## config.mk

```make
export PLATFORM = sky130hd
export DESIGN_NAME = w_feed
export DESIGN_NICKNAME = d
export VERILOG_FILES = /design/src/rtl/w_feed_pkg.sv /design/src/rtl/w_skid.sv /design/src/rtl/w_feed.sv
export SDC_FILE = /design/constraint.sdc
export NUM_CORES = 1
export LEC_CHECK = 0
export CORE_MARGIN = 2
export CORE_UTILIZATION = 48
export CTS_CLUSTER_SIZE = 16
export DETAILED_ROUTE_END_ITERATION = 10
export GPL_ROUTABILITY_DRIVEN = 0
export GPL_TIMING_DRIVEN = 0
export PLACE_DENSITY = 0.74
export SLEW_MARGIN = 20
export SYNTH_ARGS = -nofsm -noshare
export SYNTH_HDL_FRONTEND = slang
export SYNTH_SLANG_ARGS = --single-unit
```

## constraint.sdc

```tcl
create_clock -name w_clk -period 2.3 [get_ports w_clk]
set_input_delay 0.345 -clock w_clk [delete_from_list [all_inputs] [get_ports w_clk]]
set_output_delay 0.345 -clock w_clk [all_outputs]
set_load 0.01 [all_outputs]
```

## src/rtl/w_feed_pkg.sv

```systemverilog
// Shared definitions for the FIFO write-side sources: default widths and the
// feed FSM state encoding with its next-state rule.
package w_feed_pkg;

    localparam int DW_DEF = 8;
    localparam int CW_DEF = 8;

    localparam logic [1:0] ST_IDLE = 2'd0;
    localparam logic [1:0] ST_XFER = 2'd1;
    localparam logic [1:0] ST_HOLD = 2'd2;

    // State follows the occupancy after this edge and the current full flag.
    function automatic logic [1:0] feed_next_state(input logic [1:0] count_nxt,
                                                   input logic       full);
        logic [1:0] st;
        if (count_nxt == 2'd0) begin
            st = ST_IDLE;
        end else if (full) begin
            st = ST_HOLD;
        end else begin
            st = ST_XFER;
        end
        return st;
    endfunction

endpackage

```

## src/rtl/w_skid.sv

```systemverilog
// Two-entry FIFO buffer of {data,last}. The head is presented combinationally;
// the caller guarantees push only when count!=2 and pop only when count!=0.
module w_skid
    import w_feed_pkg::*;
#(
    parameter int DW = DW_DEF
) (
    input  logic          w_clk,
    input  logic          rst,
    input  logic          push,
    input  logic [DW-1:0] push_data,
    input  logic          push_last,
    input  logic          pop,
    output logic [DW-1:0] head_data,
    output logic          head_last,
    output logic [1:0]    count,
    output logic [1:0]    count_nxt
);

    logic [DW-1:0] data_q [2];
    logic [DW-1:0] data_d [2];
    logic          last_q [2];
    logic          last_d [2];
    logic          wr_ptr_q, wr_ptr_d;
    logic          rd_ptr_q, rd_ptr_d;
    logic [1:0]    count_q, count_d;

    always_comb begin
        data_d   = data_q;
        last_d   = last_q;
        wr_ptr_d = wr_ptr_q;
        rd_ptr_d = rd_ptr_q;
        count_d  = count_q;
        if (push) begin
            data_d[wr_ptr_q] = push_data;
            last_d[wr_ptr_q] = push_last;
            wr_ptr_d         = ~wr_ptr_q;
        end
        if (pop) begin
            rd_ptr_d = ~rd_ptr_q;
        end
        case ({push, pop})
            2'b10:   count_d = count_q + 2'd1;
            2'b01:   count_d = count_q - 2'd1;
            default: count_d = count_q;
        endcase
    end

    // Storage carries no reset; only pointers and occupancy are cleared.
    always_ff @(posedge w_clk) begin
        data_q <= data_d;
        last_q <= last_d;
        if (rst) begin
            wr_ptr_q <= 1'b0;
            rd_ptr_q <= 1'b0;
            count_q  <= 2'd0;
        end else begin
            wr_ptr_q <= wr_ptr_d;
            rd_ptr_q <= rd_ptr_d;
            count_q  <= count_d;
        end
    end

    assign head_data = data_q[rd_ptr_q];
    assign head_last = last_q[rd_ptr_q];
    assign count     = count_q;
    assign count_nxt = count_d;

endmodule

```

## src/rtl/w_feed.sv

```systemverilog
// Stream-to-FIFO write feeder: buffers source words in a 2-entry skid buffer,
// writes them whenever the FIFO is not full, and counts words and frames.
module w_feed
    import w_feed_pkg::*;
#(
    parameter int DW = DW_DEF,
    parameter int CW = CW_DEF
) (
    input  logic          w_clk,
    input  logic          rst,
    input  logic          s_valid,
    input  logic [DW-1:0] s_data,
    input  logic          s_last,
    output logic          s_ready,
    input  logic          w_full,
    output logic          w_en,
    output logic [DW-1:0] w_data,
    output logic          w_last,
    output logic [CW-1:0] word_cnt,
    output logic [CW-1:0] frame_cnt,
    output logic          stall
);

    logic [1:0]    count;
    logic [1:0]    count_nxt;
    logic          accept;
    logic          wr;
    logic [1:0]    state_q, state_d;
    logic [CW-1:0] word_cnt_q, word_cnt_d;
    logic [CW-1:0] frame_cnt_q, frame_cnt_d;

    // s_ready depends only on registered occupancy, never on w_full.
    assign s_ready = (count != 2'd2);
    assign accept  = s_valid & s_ready;
    assign wr      = (count != 2'd0) & ~w_full;

    w_skid #(.DW(DW)) u_skid (
        .w_clk     (w_clk),
        .rst       (rst),
        .push      (accept),
        .push_data (s_data),
        .push_last (s_last),
        .pop       (wr),
        .head_data (w_data),
        .head_last (w_last),
        .count     (count),
        .count_nxt (count_nxt)
    );

    always_comb begin
        state_d     = feed_next_state(count_nxt, w_full);
        word_cnt_d  = word_cnt_q;
        frame_cnt_d = frame_cnt_q;
        if (wr) begin
            word_cnt_d = word_cnt_q + CW'(1);
            if (w_last) begin
                frame_cnt_d = frame_cnt_q + CW'(1);
            end
        end
    end

    always_ff @(posedge w_clk) begin
        if (rst) begin
            state_q     <= ST_IDLE;
            word_cnt_q  <= '0;
            frame_cnt_q <= '0;
        end else begin
            state_q     <= state_d;
            word_cnt_q  <= word_cnt_d;
            frame_cnt_q <= frame_cnt_d;
        end
    end

    assign w_en      = wr;
    assign stall     = (state_q == ST_HOLD);
    assign word_cnt  = word_cnt_q;
    assign frame_cnt = frame_cnt_q;

endmodule

```

==> run_results.csv, run 1 <==
group,metric,value,unit
detailed_routing,post_drt_wl_per_cell,14.4,um
die,rows,21,
clock_network,clock_tree.htree_level_count,2,
worst_setup_path,crit_path_max_fanout,10,
synthesis,synthDistinctLibCells,32,
synthesis,synth-async-reset-ratio,0,
power,irDropWorstVdd,0.502,mV
clock_network,cts_max_path_buffers,2,
die,die_x,63.6,um
grt,globalRouteTotalUtil,0.183,
power,power.internal,0.00134,W
detailed_routing,drc,0,
final_layout,n_antenna_cell,0,
die,floorplan.initialDensity,0.507,
grt,vias_in_the_first_global_route,1199,
worst_setup_path,critical_path.endpoint_type,"output port",
worst_setup_path,crit_required,1960,ps
place,post-place-cells,230,
detailed_routing,routed-via-count,1308,
sta,fin_ws,125,ps
power,leakage,0.754,nW
worst_setup_path,arrival_time_of_the_worst_setup_path,1830,ps
power,share_clk_of_total_power,0.169,
final_layout,flow.area_growth_from_synthesis,31.5,%
flow_run,drv.max_cap_violation_count,0,
synthesis,synth_enable_flop_cells,18,
clock_network,clk_root_buffer_cell,"clkbuf_4",
die,die-area,4040,sq um
detailed_routing,antenna_violating_nets_post_route,0,
clock_network,cts_inserted_buffers,5,
sta,whs,505,ps
synthesis,synth_area,1700,sq um
worst_hold_path,worstHoldEndpoint,"word_cnt[7]$_SDFFE_PP0P_",
worst_setup_path,crit-reg2reg-launch,"u_skid.count[0]$_SDFF_PP0_",
place,buffer_ports.inserted,40,
die,die_y,63.6,um
clock_network,clk_pin_slew_worst_paths,110,ps
synthesis,synthesized_netlist_cell_count,144,
power,power.combinational.fraction,0.367,
final_layout,finish.instance_area,2240,sq um
place,pre_cts_setup_slack,-74.4,ps
power,swShare,0.322,
detailed_routing,detail_route.iter0.violations,63,
final_layout,drive_above_1_share,0.130,
worst_setup_path,reg2regPathDepth,7,
die,placeableCoreArea,3360,sq um
sta,number_of_setup_violations_in_the_final_report,0,
detailed_routing,dr.pass1.iters,4,
final_layout,mostFrequentLayoutCell,"clkdlybuf4s50_1",
sta,hold_viol_final,0,
synthesis,yosysWarnings,0,
clock_network,clkSinkCount,40,
sta,rsz0062_at_grt,"false",
synthesis,net_count_synth,160,
worst_setup_path,reg2reg_setup_slack,380,ps
sta,clock-skew-final,4.69,ps
worst_hold_path,hold_path.startpoint,"word_cnt[7]$_SDFFE_PP0P_",
sta,fmax,460,MHz
grt,globalRoute.totalOverflow,0,
worst_setup_path,worstReg2RegEnd,"u_skid.count[1]$_SDFF_PP0_",
synthesis,synth.avg_cell_area,11.8,sq um
die,top_level_ports,41,
sta,timing.final.crit_period,2180,ps
worst_hold_path,timing.hold.worst_path_depth,2,
final_layout,layout_common_cells,"clkdlybuf4s50_1 (40), dfxtp_1 (22), edfxtp_1 (18), a21oi_1 (14), mux2_2 (8)",
final_layout,design.final.nets,208,
place,place_area,2160,sq um
outcome,outcome,"finished, final reports clean",
clock_network,worstSkewPairLatency,340,ps
detailed_routing,drt-vias-per-instance,5.47,
worst_setup_path,cp-start-kind,"input port",
final_layout,finish.cell_count_without_fillers,239,
sta,slew_viol_final,0,
detailed_routing,detail_route.wirelength,3440,um
grt,wire_length_of_the_first_global_routing_pass,5710,um
synthesis,ys.flop_type,"dfxtp_1",
worst_setup_path,timing.setup.critical_path_class,"in -> out",
sta,final_min_period_over_clock_period,0.946,
grt,grt_start_max_net_pins,13,
synthesis,postSynthRegisterBits,40,
place,dp.final_hpwl,2420,um
clock_network,cts_tree,"yes",
grt,initial_antenna_violation_count,0,
worst_hold_path,hold_class,"reg -> reg",
sta,worst-slew-pin-transition,480,ps
power,netsw,0.000637,W
power,power_frac_seq,0.464,
sta,timing.slew.headroom,0.680,
synthesis,share_of_the_yosys_chip_area_belonging_to_registers,0.576,
power,finalPower,0.00198,W
power,pwr_density_cell,883,nW/um^2
-- how the worst max path moves through the flow --
| stage | depth (start not counted) | slack (ps) | start | end |
|---|---|---|---|---|
| after floorplan | 6 | 550 | u_skid.count[1]$_SDFF_PP0_ | u_skid.count[1]$_SDFF_PP0_ |
| after global placement | 5 | -60 | w_full | w_en |
| after detailed placement | 5 | -70 | w_full | w_en |
| after CTS | 4 | 50 | u_skid.count[1]$_SDFF_PP0_ | w_en |
| final | 5 | 120 | w_full | w_en |
| after global routing | 5 | 20 | u_skid.rd_ptr_q$_SDFFE_PP0P_ | w_last |
-- cell type report --
class	count	area (sq um)
clock buffer	5	37.5
clock inverter	3	13.8
multi-input combinational	93	674
tap	46	57.6
timing repair buffer	41	408
buffer	6	46.3
inverter	5	22.5
sequential	40	981
fill	280	1120
-- critical path, cell delays in order --
cell	delay, ps
clkdlybuf4s50_1	500
o21bai_4	140
buf_6	160
clkinvlp_4	160
clkdlybuf4s50_1	510
-- sequential cells by signal, indices dropped and copies added, names as in the netlist --
register / cells
frame_cnt: 8
state_q: 2
u_skid.count: 2
u_skid.data_q: 16
u_skid.last_q: 2
u_skid.rd_ptr_q: 1
u_skid.wr_ptr_q: 1
word_cnt: 8
-- metal layers --
metal	vias up	track usage	share of wire
li1	636	-	-
met1	625	0.220	0.42
met2	43	0.318	0.52
met3	4	0.0554	0.050
met4	0	0.0489	0.0099
met5	-	0	0
-- power by group through the flow --
stage	sequential, W	clock, W	combinational, W
2_1_floorplan	0.000916	0	0.000422
3_3_place_gp	0.000918	0	0.000680
3_5_place_dp	0.000926	0	0.000698
4_1_cts	0.000916	0.000340	0.000711
5_1_grt	0.000932	0.000365	0.000790
6_report	0.000917	0.000334	0.000727
-- cells by family (layout without fill, tap and decap cells) --
family          Yosys count  count (layout)  share of synthesized area
compound gates           28              28                     0.0991
mux                      12              12                     0.0808
fa+ha+maj                 3               3                     0.0220
buf+inv                  11              60                     0.0382
xor+xnor                  5               5                     0.0257
simple gates             45              45                      0.159
flops                    40              40                      0.576
-- per-stage QoR --
stage | util | setup TNS [ps]
floorplan | - | 0
global placement | 0.643 | -61.6
detailed placement | 0.643 | -106
CTS | 0.661 | 0
global route | 0.666 | 0
finish | 0.666 | 0
-- cells in the mapped netlist, types with 2 or more instances --
cell type | n | area [sq um]
dfxtp_1 | 22 | 440
edfxtp_1 | 18 | 541
a21oi_1 | 14 | 70.1
mux2_2 | 8 | 90.1
o31ai_1 | 7 | 52.6
or4_1 | 7 | 52.6
nand2_1 | 6 | 22.5
nor2_1 | 6 | 22.5
inv_1 | 5 | 18.8
nand3_1 | 5 | 25.0
o21ai_0 | 5 | 25.0
nor2b_1 | 4 | 25.0
or3_1 | 4 | 25.0
buf_6 | 3 | 33.8
ha_1 | 3 | 37.5
mux2_1 | 3 | 33.8
nand4_1 | 3 | 18.8
xnor2_1 | 3 | 26.3
clkbuf_1 | 2 | 7.51
nand3b_1 | 2 | 15.0
nor4_1 | 2 | 12.5
xor2_1 | 2 | 17.5
-- timing repair --
action | in CTS | in global routing
setup buffers | 0 | 1
endpoints found under the setup margin | 1 | 2
pin swaps | 0 | 1
hold buffers | 0 | 0
resized for setup | 2 | 1
No activity file was read; power rests on OpenSTA's default activity.
==> run 2, diff against run 1 <==
--- a/config.mk
+++ b/config.mk
@@ -12,6 +12,7 @@
 export GPL_ROUTABILITY_DRIVEN = 0
 export GPL_TIMING_DRIVEN = 0
 export PLACE_DENSITY = 0.74
+export REMOVE_ABC_BUFFERS = 1
 export SLEW_MARGIN = 20
 export SYNTH_ARGS = -nofsm -noshare
 export SYNTH_HDL_FRONTEND = slang
==> run 2 against run 1 <==
Global-route usage down 0.20 points. Combinational power down 6.6%. Setup slack worse by 55 ps. Power up 0.22%. Critical path depth down 1. Routed wire length down 1.2%. Die area unchanged. Clock power up 2%. Critical path type unchanged. Critical endpoint unchanged.
==> run_results.csv, run 2 (synthesis gave the netlist of run 1 again) <==
group,metric,value,unit
die,placeableCoreArea,3360,sq um
place,buffer_ports.inserted,40,
final_layout,filler_cell_count,297,
sta,clock-skew-final,13.9,ps
sta,worst-slew-pin-transition,879,ps
final_layout,largest_register,"u_skid.data_q",
power,irDropWorstVdd,0.708,mV
final_layout,mostFrequentLayoutCell,"clkdlybuf4s50_1",
final_layout,n_antenna_cell,0,
worst_setup_path,reg2regPathDepth,6,
die,floorplan.initialDensity,0.507,
detailed_routing,drc,0,
worst_setup_path,crit_buf_inv,3,
grt,grt_start_max_net_pins,26,
worst_setup_path,max_stage_delay,540,ps
sta,timing.final.crit_period,2230,ps
clock_network,worstSkewPairLatency,350,ps
sta,fmax,448,MHz
worst_setup_path,arrival_time_of_the_worst_setup_path,1890,ps
die,top_level_ports,41,
worst_setup_path,crit_path_max_fanout,13,
final_layout,flow.area_growth_from_synthesis,31.1,%
power,pwr_density_cell,888,nW/um^2
worst_setup_path,timing.setup.critical_path_class,"in -> out",
detailed_routing,post_drt_wl_per_cell,14.3,um
grt,initial_antenna_violation_count,0,
final_layout,multi_input_area,686,sq um
sta,rsz0062_at_grt,"false",
worst_setup_path,critical_path.endpoint_type,"output port",
sta,setup-tns-final,0,ps
final_layout,drive_above_1_share,0.141,
detailed_routing,routed-via-count,1304,
grt,wire_length_of_the_first_global_routing_pass,5640,um
clock_network,clk_pin_slew_worst_paths,120,ps
final_layout,finish.cell_count_without_fillers,237,
worst_setup_path,timing.critical_path.cells,"clkdlybuf4s50_1, o21bai_4, clkinvlp_4, clkdlybuf4s50_1",
power,leakage,0.744,nW
final_layout,sequential_cell_area,985,sq um
sta,hold_viol_final,0,
clock_network,cts_inserted_buffers,5,
worst_setup_path,timing.critical_path.mode_cell,"clkdlybuf4s50_1",
clock_network,cts_max_path_buffers,2,
final_layout,design.final.nets,206,
sta,timing.slew.headroom,0.412,
die,die_y,63.6,um
flow_run,drv.max_cap_violation_count,0,
detailed_routing,drt-vias-per-instance,5.50,
final_layout,largest_register_ffs,16,
detailed_routing,antenna_violating_nets_post_route,0,
die,rows,21,
clock_network,clock_tree.htree_level_count,2,
worst_hold_path,timing.hold.worst_path_depth,2,
grt,globalRoute.totalOverflow,0,
worst_setup_path,cp-start-kind,"input port",
grt,globalRouteTotalUtil,0.181,
clock_network,clk_root_buffer_cell,"clkbuf_4",
final_layout,layout_common_cells,"clkdlybuf4s50_1 (40), dfxtp_1 (19), edfxtp_1 (18), a21oi_1 (14), mux2_2 (8)",
place,dp.final_hpwl,2250,um
sta,final_min_period_over_clock_period,0.970,
worst_setup_path,crit_required,1960,ps
final_layout,final_core_utilization,0.664,
sta,number_of_setup_violations_in_the_final_report,0,
sta,slew_viol_final,0,
grt,vias_in_the_first_global_route,1242,
die,die-area,4040,sq um
clock_network,clkSinkCount,40,
detailed_routing,detail_route.iter0.violations,52,
detailed_routing,dr.pass1.iters,5,
worst_setup_path,crit_cells,4,
die,die_x,63.6,um
outcome,outcome,"finished, final reports clean",
place,post-place-cells,224,
worst_setup_path,critPathTopFamily,"buffers and inverters",
worst_hold_path,hold_class,"reg -> reg",
worst_setup_path,critical_path.slowest_cell,"clkdlybuf4s50_1",
clock_network,cts_tree,"yes",
detailed_routing,detail_route.wirelength,3390,um
clock_network,cts-hold-fix-buffers,0,
-- run 2: changes by cell type in the layout (fill, tap and decap cells not counted), sizes merged --
| cell | delta |
|---|---|
| clkinv | -2 |
| o21bai | +1 |
| clkbuf | -1 |
| buf | -1 |
| clkinvlp | +1 |
-- run 2: worst min-delay path, stage by stage, from the launching register on --
cell     delay, ps
dfxtp_1        340
o31ai_1         70
a21oi_1         60
-- run 2: cell type report --
cell class                 count  share of cell area
timing repair buffer          44               0.193
inverter                       5              0.0101
clock inverter                 2             0.00504
multi-input combinational     94               0.307
tap                           46              0.0258
sequential                    40               0.441
clock buffer                   6              0.0185
-- run 2: final timing paths --
check                             start                         end  slack [ps]
max                              w_full                        w_en          70
min            word_cnt[7]$_SDFFE_PP0P_    word_cnt[7]$_SDFFE_PP0P_         500
max reg2reg  u_skid.count[1]$_SDFF_PP0_  u_skid.count[1]$_SDFF_PP0_         230
min reg2reg    word_cnt[7]$_SDFFE_PP0P_    word_cnt[7]$_SDFFE_PP0P_         500
-- run 2: what timing repair did --
item | in CTS | in global routing
gates cloned | 1 | 0
resized for setup | 4 | 2
setup endpoints to repair | 5 | 1
pin swaps | 1 | 1
buffers inserted | 1 | 3
-- run 2: report_power, final --
part,internal [W],switching [W]
sequential,0.000850,0.000112
clock,0.000117,0.000224
combinational,0.000369,0.000309
total,0.00134,0.000646
-- run 2: metrics by stage --
step | power (W) | hold WS [ps] | worst slack, ps | instance area [sq um]
after floorplan | 0.00128 | 414 | 204 | 1660
after global placement | 0.00154 | 460 | -226 | 2120
after detailed placement | 0.00157 | 480 | -305 | 2120
after CTS | 0.00196 | 500 | 4.46 | 2210
after global routing | 0.00210 | 507 | 12.2 | 2230
final | 0.00198 | 497 | 70.0 | 2230
-- run 2: routing by layer --
layer  routed length (um)  global-route usage  part of all wire
met5                    0                   0                 0
met4                   37              0.0625             0.011
met3                  174              0.0554             0.051
met2                 1700               0.297              0.50
met1                 1480               0.227              0.44
==> run 3, diff against run 2 <==
--- a/config.mk
+++ b/config.mk
@@ -5,12 +5,14 @@
 export SDC_FILE = /design/constraint.sdc
 export NUM_CORES = 1
 export LEC_CHECK = 0
+export ABC_AREA = 1
 export CORE_MARGIN = 2
 export CORE_UTILIZATION = 48
 export CTS_CLUSTER_SIZE = 16
 export DETAILED_ROUTE_END_ITERATION = 10
 export GPL_ROUTABILITY_DRIVEN = 0
 export GPL_TIMING_DRIVEN = 0
+export HOLD_SLACK_MARGIN = 0.12
 export PLACE_DENSITY = 0.74
 export REMOVE_ABC_BUFFERS = 1
 export SLEW_MARGIN = 20
==> run 3 against run 2 <==
Sequential cell count stayed put. Register-to-register slack better by 360 ps. Non-clock buffer count is 2 lower. Routed wire length is 13% lower. Setup slack better by 170 ps. Sequential power is 8.1% lower. Combinational power is 30% lower. Die area is 0.20% higher. First-iteration DRC count is 17% higher. Core utilization is 0.55 points lower.
==> run_results.csv, run 3 <==
group,metric,value,unit
sta,rsz0062_at_grt,"false",
final_layout,largest_register_ffs,16,
worst_setup_path,critical_path.slowest_cell,"dfxtp_2",
outcome,outcome,"finished, final reports clean",
sta,slew_viol_final,0,
sta,final_min_period_over_clock_period,0.895,
place,post-place-cells,285,
synthesis,synthesized_netlist_cell_count,202,
place,buffer_ports.inserted,40,
grt,globalRoute.totalOverflow,0,
die,placeableCoreArea,3390,sq um
die,rows,21,
synthesis,postSynthRegisterBits,40,
clock_network,cts_max_path_buffers,2,
final_layout,finish.cell_count_without_fillers,295,
worst_hold_path,worstHoldEndpoint,"word_cnt[6]$_SDFFE_PP0P_",
detailed_routing,detail_route.wirelength,2950,um
clock_network,cts-hold-fix-buffers,0,
worst_setup_path,reg2regPathDepth,4,
synthesis,synth-async-reset-ratio,0,
clock_network,clk_pin_slew_worst_paths,120,ps
worst_setup_path,timing.setup.critical_path_class,"reg -> out",
sta,timing.slew.headroom,0.476,
worst_setup_path,crit-reg2reg-launch,"u_skid.count[0]$_SDFF_PP0_",
power,leakage,0.898,nW
sta,timing.final.crit_period,2060,ps
synthesis,synth.avg_cell_area,8.45,sq um
power,pwr_density_cell,774,nW/um^2
grt,initial_antenna_violation_count,0,
sta,setup-tns-final,0,ps
synthesis,synthMostInstantiatedCell,"nand2_1",
power,power.combinational.fraction,0.277,
final_layout,layout_common_cells,"nand2_1 (62), clkdlybuf4s50_1 (40), inv_1 (26), nor2_1 (24), dfxtp_1 (21)",
final_layout,largest_register,"u_skid.data_q",
grt,vias_in_the_first_global_route,1241,
synthesis,share_of_the_yosys_chip_area_belonging_to_registers,0.574,
sta,clock-skew-final,15.7,ps
clock_network,cts_tree,"yes",
worst_setup_path,worstReg2RegEnd,"u_skid.data_q[5]$_DFFE_PP_",
worst_setup_path,timing.critical_path.mode_cell,"nand2_1",
synthesis,synth_area,1710,sq um
detailed_routing,drc,0,
die,die_x,63.7,um
worst_setup_path,setup.worst_path.start,"u_skid.rd_ptr_q$_SDFFE_PP0P_",
detailed_routing,dr.pass1.iters,4,
worst_setup_path,max_stage_delay,490,ps
detailed_routing,post_drt_wl_per_cell,10.0,um
power,share_clk_of_total_power,0.210,
worst_hold_path,timing.hold.worst_path_depth,2,
synthesis,synth_top_area_cell,"edfxtp_1",
sta,whs,469,ps
clock_network,clk_root_buffer_cell,"clkbuf_4",
final_layout,n_antenna_cell,0,
sta,worst-slew-pin-transition,783,ps
final_layout,mostFrequentLayoutCell,"nand2_1",
die,top_level_ports,41,
synthesis,ys_top_cells_by_area,"edfxtp_1 (32%), dfxtp_1 (26%), nand2_1 (14%), inv_1 (5.9%), nor2_1 (5.3%)",
power,power_frac_seq,0.513,
worst_setup_path,cp-start-kind,"register",
grt,grt_start_max_net_pins,17,
sta,number_of_setup_violations_in_the_final_report,0,
power,netsw,0.000529,W
flow_run,drv.max_cap_violation_count,0,
worst_setup_path,crit_path_max_fanout,11,
synthesis,synthDistinctLibCells,20,
detailed_routing,drt-vias-per-instance,4.53,
synthesis,ys.flop_type,"dfxtp_1",
die,floorplan.initialDensity,0.504,
synthesis,netlist_top_cells_count,"nand2_1 (62), inv_1 (27), nor2_1 (24), dfxtp_1 (22), edfxtp_1 (18)",
worst_setup_path,reg2reg_setup_slack,590,ps
sta,fmax,486,MHz
synthesis,synthDominantCellAreaShare,0.316,
detailed_routing,detail_route.iter0.violations,61,
synthesis,synth_enable_flop_cells,18,
die,die-area,4050,sq um
place,dp.final_hpwl,2130,um
clock_network,clock_tree.htree_level_count,2,
final_layout,design.final.nets,264,
detailed_routing,routed-via-count,1336,
worst_setup_path,critical_path.endpoint_type,"output port",
synthesis,yosysWarnings,0,
worst_setup_path,arrival_time_of_the_worst_setup_path,1710,ps
worst_hold_path,hold_class,"reg -> reg",
worst_setup_path,crit_required,1960,ps
die,die_y,63.7,um
power,power.internal,0.00120,W
clock_network,clkSinkCount,40,
power,irDropWorstVdd,0.525,mV
grt,globalRouteTotalUtil,0.164,
detailed_routing,antenna_violating_nets_post_route,0,
sta,hold_viol_final,0,
clock_network,worstSkewPairLatency,350,ps
worst_hold_path,hold_path.startpoint,"word_cnt[6]$_SDFFE_PP0P_",
clock_network,cts_inserted_buffers,5,
power,swShare,0.306,
final_layout,drive_above_1_share,0.0683,
worst_setup_path,timing.critical_path.cells,"clkinvlp_4, buf_4, nand2_1, nand2_1, clkdlybuf4s50_1",
final_layout,flow.area_growth_from_synthesis,30.7,%
grt,wire_length_of_the_first_global_routing_pass,5130,um
==> run 3: cell count changes after synthesis, sizes merged, moves of 3 or more <==
cell	delta
nand2	+57
inv	+22
nor2	+21
mux2	-11
o31ai	-7
or4	-7
o21ai	+5
nor2b	-4
or3	-4
buf	-3
nor4	-3
xnor2	-3
==> run 3: power by group through the flow <==
| stage | clock [W] | combinational, W | sequential [W] |
|---|---|---|---|
| floorplan | 0 | 0.000254 | 0.000893 |
| finish | 0.000363 | 0.000478 | 0.000885 |
| detailed placement | 0 | 0.000468 | 0.000898 |
| global placement | 0 | 0.000461 | 0.000897 |
| global route | 0.000398 | 0.000534 | 0.000898 |
| CTS | 0.000369 | 0.000470 | 0.000883 |
==> run 3: repair_timing <==
item	4_1_cts	5_1_grt
endpoints found under the hold margin	0	0
setup endpoints to repair	0	9
buffers inserted	0	2
resized for setup	0	2
==> run 3: routing by layer <==
metal  GRT usage  up-vias  wire length, um  share of wire
met3      0.0482        4              147          0.050
li1            -      740                -              -
met1       0.198      562             1420           0.48
met2       0.262       30             1340           0.45
met4      0.0924        0               42          0.014
met5           0        -                0              0
==> run 3: cells by family after synthesis <==
group / synth area share
fa+ha+maj: 0.0220
compound gates: 0.0696
buf+inv: 0.0681
flops: 0.574
simple gates: 0.261
xor+xnor: 0.00513
==> run 3: worst max path at each step <==
stage	slack (ps)	to	cells past startpoint
after CTS	9	w_last	4
after global placement	270	w_en	3
after detailed placement	280	w_en	3
final	240	w_data[0]	5
after floorplan	770	u_skid.data_q[0]$_DFFE_PP_	4
after global routing	120	w_data[7]	5
==> run 3: area by class of cell <==
type / instances / area [sq um]
fillers: 280 / 1160
flip-flops and latches: 40 / 982
multi-input cells: 132 / 611
repair buffers: 42 / 415
inverters: 27 / 105
well taps: 46 / 57.6
clock buffers: 6 / 51.3
clock inverters: 2 / 10.0
==> run 3: metrics by stage <==
| stage | area (sq um) | power [W] | utilization | setup WS [ps] |
|---|---|---|---|---|
| after CTS | 2210 | 0.00172 | 0.653 | 9.31 |
| after floorplan | 1690 | 0.00115 | - | 771 |
| after global placement | 2150 | 0.00136 | 0.635 | 272 |
| final | 2230 | 0.00173 | 0.659 | 242 |
| after detailed placement | 2150 | 0.00137 | 0.635 | 280 |
| after global routing | 2230 | 0.00183 | 0.659 | 124 |
==> run 3: critical path: cells and delay by family (launching register included) <==
family                 cells  cell delay (ps)
buffers and inverters      3              790
flip-flops                 1              490
AND/OR/NAND/NOR            2               90
